$ cat src/rtl/chip8_pkg.sv
// Shared types and helpers for the CHIP-8 sound generator.
//   snd_state_e : envelope FSM state (2-bit encoding)
//   amp_max()   : full-scale amplitude for a given amplitude width
package chip8_pkg;

  typedef enum logic [1:0] {
    StIdle    = 2'd0,
    StAttack  = 2'd1,
    StSustain = 2'd2,
    StRelease = 2'd3
  } snd_state_e;

  // All-ones value for a w-bit amplitude (w <= 31).
  function automatic logic [31:0] amp_max(input int unsigned w);
    return (32'd1 << w) - 32'd1;
  endfunction

endpackage

$ cat src/rtl/chip8_pwm.sv
// Free-running PWM comparator.
//   i_clk, i_reset_n : clock, asynchronous active-low reset
//   i_tone           : square-tone gate; pwm is forced low while it is low
//   i_amp            : duty setting; output high while counter < i_amp
//   o_pwm            : i_tone AND (counter < i_amp)
module chip8_pwm #(
  parameter int unsigned AMP_W = 8
) (
  input  logic             i_clk,
  input  logic             i_reset_n,
  input  logic             i_tone,
  input  logic [AMP_W-1:0] i_amp,
  output logic             o_pwm
);

  logic [AMP_W-1:0] r_cnt;

  // Wraps all-ones -> 0 naturally through unsigned overflow.
  always_ff @(posedge i_clk or negedge i_reset_n) begin
    if (!i_reset_n) begin
      r_cnt <= '0;
    end else begin
      r_cnt <= r_cnt + 1'b1;
    end
  end

  assign o_pwm = i_tone & (r_cnt < i_amp);

endmodule

$ cat src/rtl/chip8_sound_gen.sv
// CHIP-8 buzzer back-end: envelope-shaped fixed-pitch square tone.
//   i_clk        : system clock
//   i_reset_n    : asynchronous active-low reset
//   i_sound_val  : sound-timer value; nonzero requests a tone
//   i_enable     : master audio enable; low forces release
//   o_tone_out   : raw square tone, low in IDLE
//   o_pwm_out    : tone gated by PWM at the envelope amplitude
//   o_amp        : current envelope amplitude
//   o_active     : high in any state other than IDLE
module chip8_sound_gen
  import chip8_pkg::*;
#(
  parameter int unsigned TONE_DIV  = 25000,
  parameter int unsigned RAMP_STEP = 256,
  parameter int unsigned AMP_W     = 8
) (
  input  logic             i_clk,
  input  logic             i_reset_n,
  input  logic [7:0]       i_sound_val,
  input  logic             i_enable,
  output logic             o_tone_out,
  output logic             o_pwm_out,
  output logic [AMP_W-1:0] o_amp,
  output logic             o_active
);

  localparam int unsigned TONE_W = $clog2(TONE_DIV);
  localparam int unsigned RAMP_W = (RAMP_STEP > 1) ? $clog2(RAMP_STEP) : 1;

  localparam logic [AMP_W-1:0]  AmpMax   = AMP_W'(amp_max(AMP_W));
  localparam logic [AMP_W-1:0]  AmpOne   = AMP_W'(1);
  localparam logic [TONE_W-1:0] ToneLast = TONE_W'(TONE_DIV - 1);
  localparam logic [RAMP_W-1:0] RampLast = RAMP_W'(RAMP_STEP - 1);

  snd_state_e        r_state;
  logic [AMP_W-1:0]  r_amp;
  logic [RAMP_W-1:0] r_ramp_cnt;
  logic [TONE_W-1:0] r_tone_cnt;
  logic              r_phase;
  logic              r_active;
  logic              w_req;

  assign w_req = (i_sound_val != 8'd0) && i_enable;

  // Later non-blocking assignments in the FSM override the tone-divider
  // defaults, so entering IDLE clears the divider on the same edge.
  always_ff @(posedge i_clk or negedge i_reset_n) begin
    if (!i_reset_n) begin
      r_state    <= StIdle;
      r_amp      <= '0;
      r_ramp_cnt <= '0;
      r_tone_cnt <= '0;
      r_phase    <= 1'b0;
      r_active   <= 1'b0;
    end else begin
      // Tone divider: runs outside IDLE, first half-period is low.
      if (r_state == StIdle) begin
        r_tone_cnt <= '0;
        r_phase    <= 1'b0;
      end else if (r_tone_cnt == ToneLast) begin
        r_tone_cnt <= '0;
        r_phase    <= ~r_phase;
      end else begin
        r_tone_cnt <= r_tone_cnt + 1'b1;
      end

      // Envelope FSM. A req change wins over a ramp step in the same cycle.
      case (r_state)
        StIdle: begin
          if (w_req) begin
            r_state    <= StAttack;
            r_active   <= 1'b1;
            r_ramp_cnt <= '0;
          end
        end
        StAttack: begin
          if (!w_req) begin
            r_state    <= StRelease;
            r_ramp_cnt <= '0;
          end else if (r_amp == AmpMax) begin
            // Reachable when retriggered before the first release step.
            r_state    <= StSustain;
            r_ramp_cnt <= '0;
          end else if (r_ramp_cnt == RampLast) begin
            r_amp      <= r_amp + 1'b1;
            r_ramp_cnt <= '0;
            if (r_amp == AmpMax - AmpOne) r_state <= StSustain;
          end else begin
            r_ramp_cnt <= r_ramp_cnt + 1'b1;
          end
        end
        StSustain: begin
          if (!w_req) begin
            r_state    <= StRelease;
            r_ramp_cnt <= '0;
          end
        end
        StRelease: begin
          if (w_req) begin
            r_state    <= StAttack;
            r_ramp_cnt <= '0;
          end else if (r_amp == '0) begin
            // Reachable when req drops before the first attack step.
            r_state    <= StIdle;
            r_active   <= 1'b0;
            r_ramp_cnt <= '0;
            r_tone_cnt <= '0;
            r_phase    <= 1'b0;
          end else if (r_ramp_cnt == RampLast) begin
            r_amp      <= r_amp - 1'b1;
            r_ramp_cnt <= '0;
            if (r_amp == AmpOne) begin
              r_state    <= StIdle;
              r_active   <= 1'b0;
              r_tone_cnt <= '0;
              r_phase    <= 1'b0;
            end
          end else begin
            r_ramp_cnt <= r_ramp_cnt + 1'b1;
          end
        end
        default: begin
          r_state    <= StIdle;
          r_active   <= 1'b0;
          r_amp      <= '0;
          r_ramp_cnt <= '0;
        end
      endcase
    end
  end

  chip8_pwm #(
    .AMP_W(AMP_W)
  ) u_pwm (
    .i_clk    (i_clk),
    .i_reset_n(i_reset_n),
    .i_tone   (r_phase),
    .i_amp    (r_amp),
    .o_pwm    (o_pwm_out)
  );

  assign o_tone_out = r_phase;
  assign o_amp      = r_amp;
  assign o_active   = r_active;

endmodule

$ cat config.mk
export PLATFORM = sky130hd
export DESIGN_NAME = chip8_sound_gen
export DESIGN_NICKNAME = d
export VERILOG_FILES = /design/src/rtl/chip8_pkg.sv /design/src/rtl/chip8_pwm.sv /design/src/rtl/chip8_sound_gen.sv
export SDC_FILE = /design/constraint.sdc
export NUM_CORES = 1
export LEC_CHECK = 0
export CORE_UTILIZATION = 40
export DETAILED_ROUTE_END_ITERATION = 10
export SLEW_MARGIN = 20
export SYNTH_ARGS = -nofsm -noshare
export SYNTH_HDL_FRONTEND = slang
export SYNTH_HIERARCHICAL = 1
export SYNTH_SLANG_ARGS = --single-unit
$ cat constraint.sdc
create_clock -name i_clk -period 2.9 [get_ports i_clk]
set_input_delay 0.29 -clock i_clk [delete_from_list [all_inputs] [get_ports i_clk]]
set_output_delay 0.29 -clock i_clk [all_outputs]
set_load 0.02 [all_outputs]
==> out/summary.txt <==
die height -> 82.7 um
max_cap viols -> 0
# nets final -> 323
Yosys top cell area share -> 0.413
first-pass GRT wire length -> 8520 um
syn_area_per_cell -> 9.83 sq um
Total Wirelength -> 5070 um
top fanout value on the critical path -> 8
pre-CTS setup slack -> 0.402 ns
Startpoint Class -> flip-flop
fmax -> 365 MHz
worst skew pair latency -> 0.31 ns
final core occ -> 0.476
post-route setup TNS -> 0 ns
standard-cell row count -> 29
Synth Register Bits -> 43
ANT cells -> 0
Min-Delay Path Class -> in -> async
vias in the first global route -> 1,852
initial antenna violation count -> 0
Clk pin slew, worst setup/hold paths -> 0.09 ns
Crit-path slowest cell -> clkdlybuf4s50_1
gr ovfl total -> 0
routed len/inst -> 13.7 um
Initial DRC Count -> 70
Max clock buf depth -> 2
critical-path cell list -> inv_1, ha_1, a211oi_2, o21ai_1, a221oi_2, clkdlybuf4s50_1
leakage power -> 0.00127 uW
routed vias -> 2,003
largest net degree at the start of global routing -> 44
delay of the slowest critical-path stage -> 0.63 ns
Mapped Cells -> 265
endpoint type of the worst setup path -> output pin
status -> finished clean
Filler cells -> 595
Area contributors post-synth -> dfrtp_1, ha_1, xnor2_1
Synth async-reset ratio -> 1.00
Core ar. -> 0.00631 sq mm
Die Wd -> 82.7 um
final hold slack -> 0.434 ns
DRC -> 0
delay-heaviest family, CP -> buffers and inverters
synth unique cells -> 53
Slew @ Worst Pin -> 0.722 ns
Post-synth EDFFs -> 0
RSZ-0062 raised after global routing -> false
vias per cell -> 5.41
GPL Wtd Cong -> 0.797
Final Slew Violations -> 0
syn nets -> 296
setup bufs post-CTS -> 0
register area share after synthesis -> 0.413
Setup Skew -> 0.0129 ns
R2R depth -> 6
Max-slew headroom -> 0.515
Total Power -> 1680 uW
Root Driver -> clkbuf_8
Starting Density -> 0.412
CTS buffer count -> 5
Worst Path Required -> 2.61 ns
Yosys warning count -> 6
top cells by count, synth -> dfrtp_1, inv_1
ANT nets after route -> 0
cell area after synthesis -> 0.00260 sq mm
post-CTS sizing -> 0
global-route usage over all layers -> 0.166
DP HPWL -> 3660 um
Syn-to-layout area delta -> 15.5%
Final setup viols -> 0
Final WS setup -> 0.161 ns
CTS tree -> built
layout cells sized above 1 -> 0.0785
CTS Sinks -> 43
pwr dens -> 558 mW/mm^2
final hold vios -> 0
die area -> 0.00684 sq mm
Period minus WS final -> 2.74 ns
CP Buf/Inv Count -> 2
1st-pass router iterations -> 4
post-route clock period utilization -> 0.945
count leader, synth -> dfrtp_1
top_reg_cell synth -> dfrtp_1
Max IR drop VDD -> 0.262 mV
crit path DAT -> 2.45 ns
# IOs -> 22
area leader, netlist -> dfrtp_1
CTS H-tree lvls -> 2
critical path start-end classification -> reg -> out
cell depth of the worst setup path -> 6
IO buf count -> 21
[report_power, final]
group	switching (uW)	internal [uW]
registers	51.0	658
clock network	228	172
logic	334	235
total	613	1070
[registers in the layout (all words and copies together) (netlist names)]
register     count
o_active         1
r_ramp_cnt       8
o_amp            8
o_tone_out       1
r_state          2
r_tone_cnt      15
u_pwm/r_cnt      8
[cells in the final DEF, fill, tap and decap left out, drive strengths merged, types with 3 or more instances in the layout]
cell type / synthesis / layout
dfrtp: 43 / 43
inv: 21 / 22
nand3: 20 / 20
xnor2: 20 / 20
nor2: 20 / 20
ha: 20 / 20
clkdlybuf4s50: 0 / 20
nand2: 15 / 15
o21ai: 13 / 13
and3: 7 / 7
xor2: 7 / 7
nor3: 7 / 7
or3: 6 / 6
a21oi: 6 / 6
mux2i: 6 / 6
o211ai: 5 / 5
clkbuf: 2 / 5
nand4: 4 / 4
o31ai: 4 / 4
buf: 3 / 4
o22ai: 3 / 3
[per-stage QoR]
step	instances	cell area [sq um]
6_report	370	3010
2_1_floorplan	265	2600
3_5_place_dp	360	2890
5_1_grt	370	3010
4_1_cts	368	2980
3_3_place_gp	360	2890
[per-layer routing]
metal  routed length, um  global-route usage  up-vias
met3                 193              0.0363        9
met1                2460               0.210      950
met5                   0                   0        -
met2                2310               0.267       38
li1                    -                   -     1006
met4                 104              0.0810        0
[cells by family (layout without fill, tap and decap cells)]
logic type,after synthesis,in the layout,synth area share
AO/OA/AOI/OAI,48,48,0.139
XOR/XNOR,27,27,0.0908
adder cells (fa/ha/maj),20,20,0.0961
buffers and inverters,26,54,0.0437
flip-flops,43,43,0.413
multiplexers,8,8,0.0317
AND/OR/NAND/NOR,93,93,0.185
[final timing paths]
path	start	to	slack (ns)
worst max-delay path	o_amp[3]	o_pwm_out	0.16
worst min-delay path	i_reset_n	u_pwm/r_cnt[7]	0.43
worst max register to register	r_state[1]	o_amp[0]	0.79
worst min register to register	r_tone_cnt[0]	r_tone_cnt[0]	0.46
max in group asynchronous	i_reset_n	r_tone_cnt[4]	1.98
min in group i_clk	r_tone_cnt[0]	r_tone_cnt[0]	0.46
[cell type report]
type | instances | area, sq um | area share
clock buffers | 5 | 68.8 | 0.0229
clock inverters | 3 | 23.8 | 0.00790
inverters | 21 | 78.8 | 0.0262
multi-input cells | 196 | 1410 | 0.470
flip-flops and latches | 43 | 1080 | 0.358
well taps | 77 | 96.3 | 0.0320
repair buffers | 25 | 250 | 0.0832
[worst reg2reg max path: cells and delay by family (launching register included)]
kind | cells | cell delay [ns]
AO/OA/AOI/OAI | 2 | 0.42
XOR/XNOR | 1 | 0.18
adder cells (fa/ha/maj) | 1 | 0.28
buffers and inverters | 1 | 0.11
flip-flops | 1 | 0.41
AND/OR/NAND/NOR | 1 | 0.59
[timing repair]
action	4_1_cts	5_1_grt
endpoints found under the setup margin	0	0
endpoints found under the hold margin	0	15
hold buffers	0	1
Power figures use the tool's default switching activity.
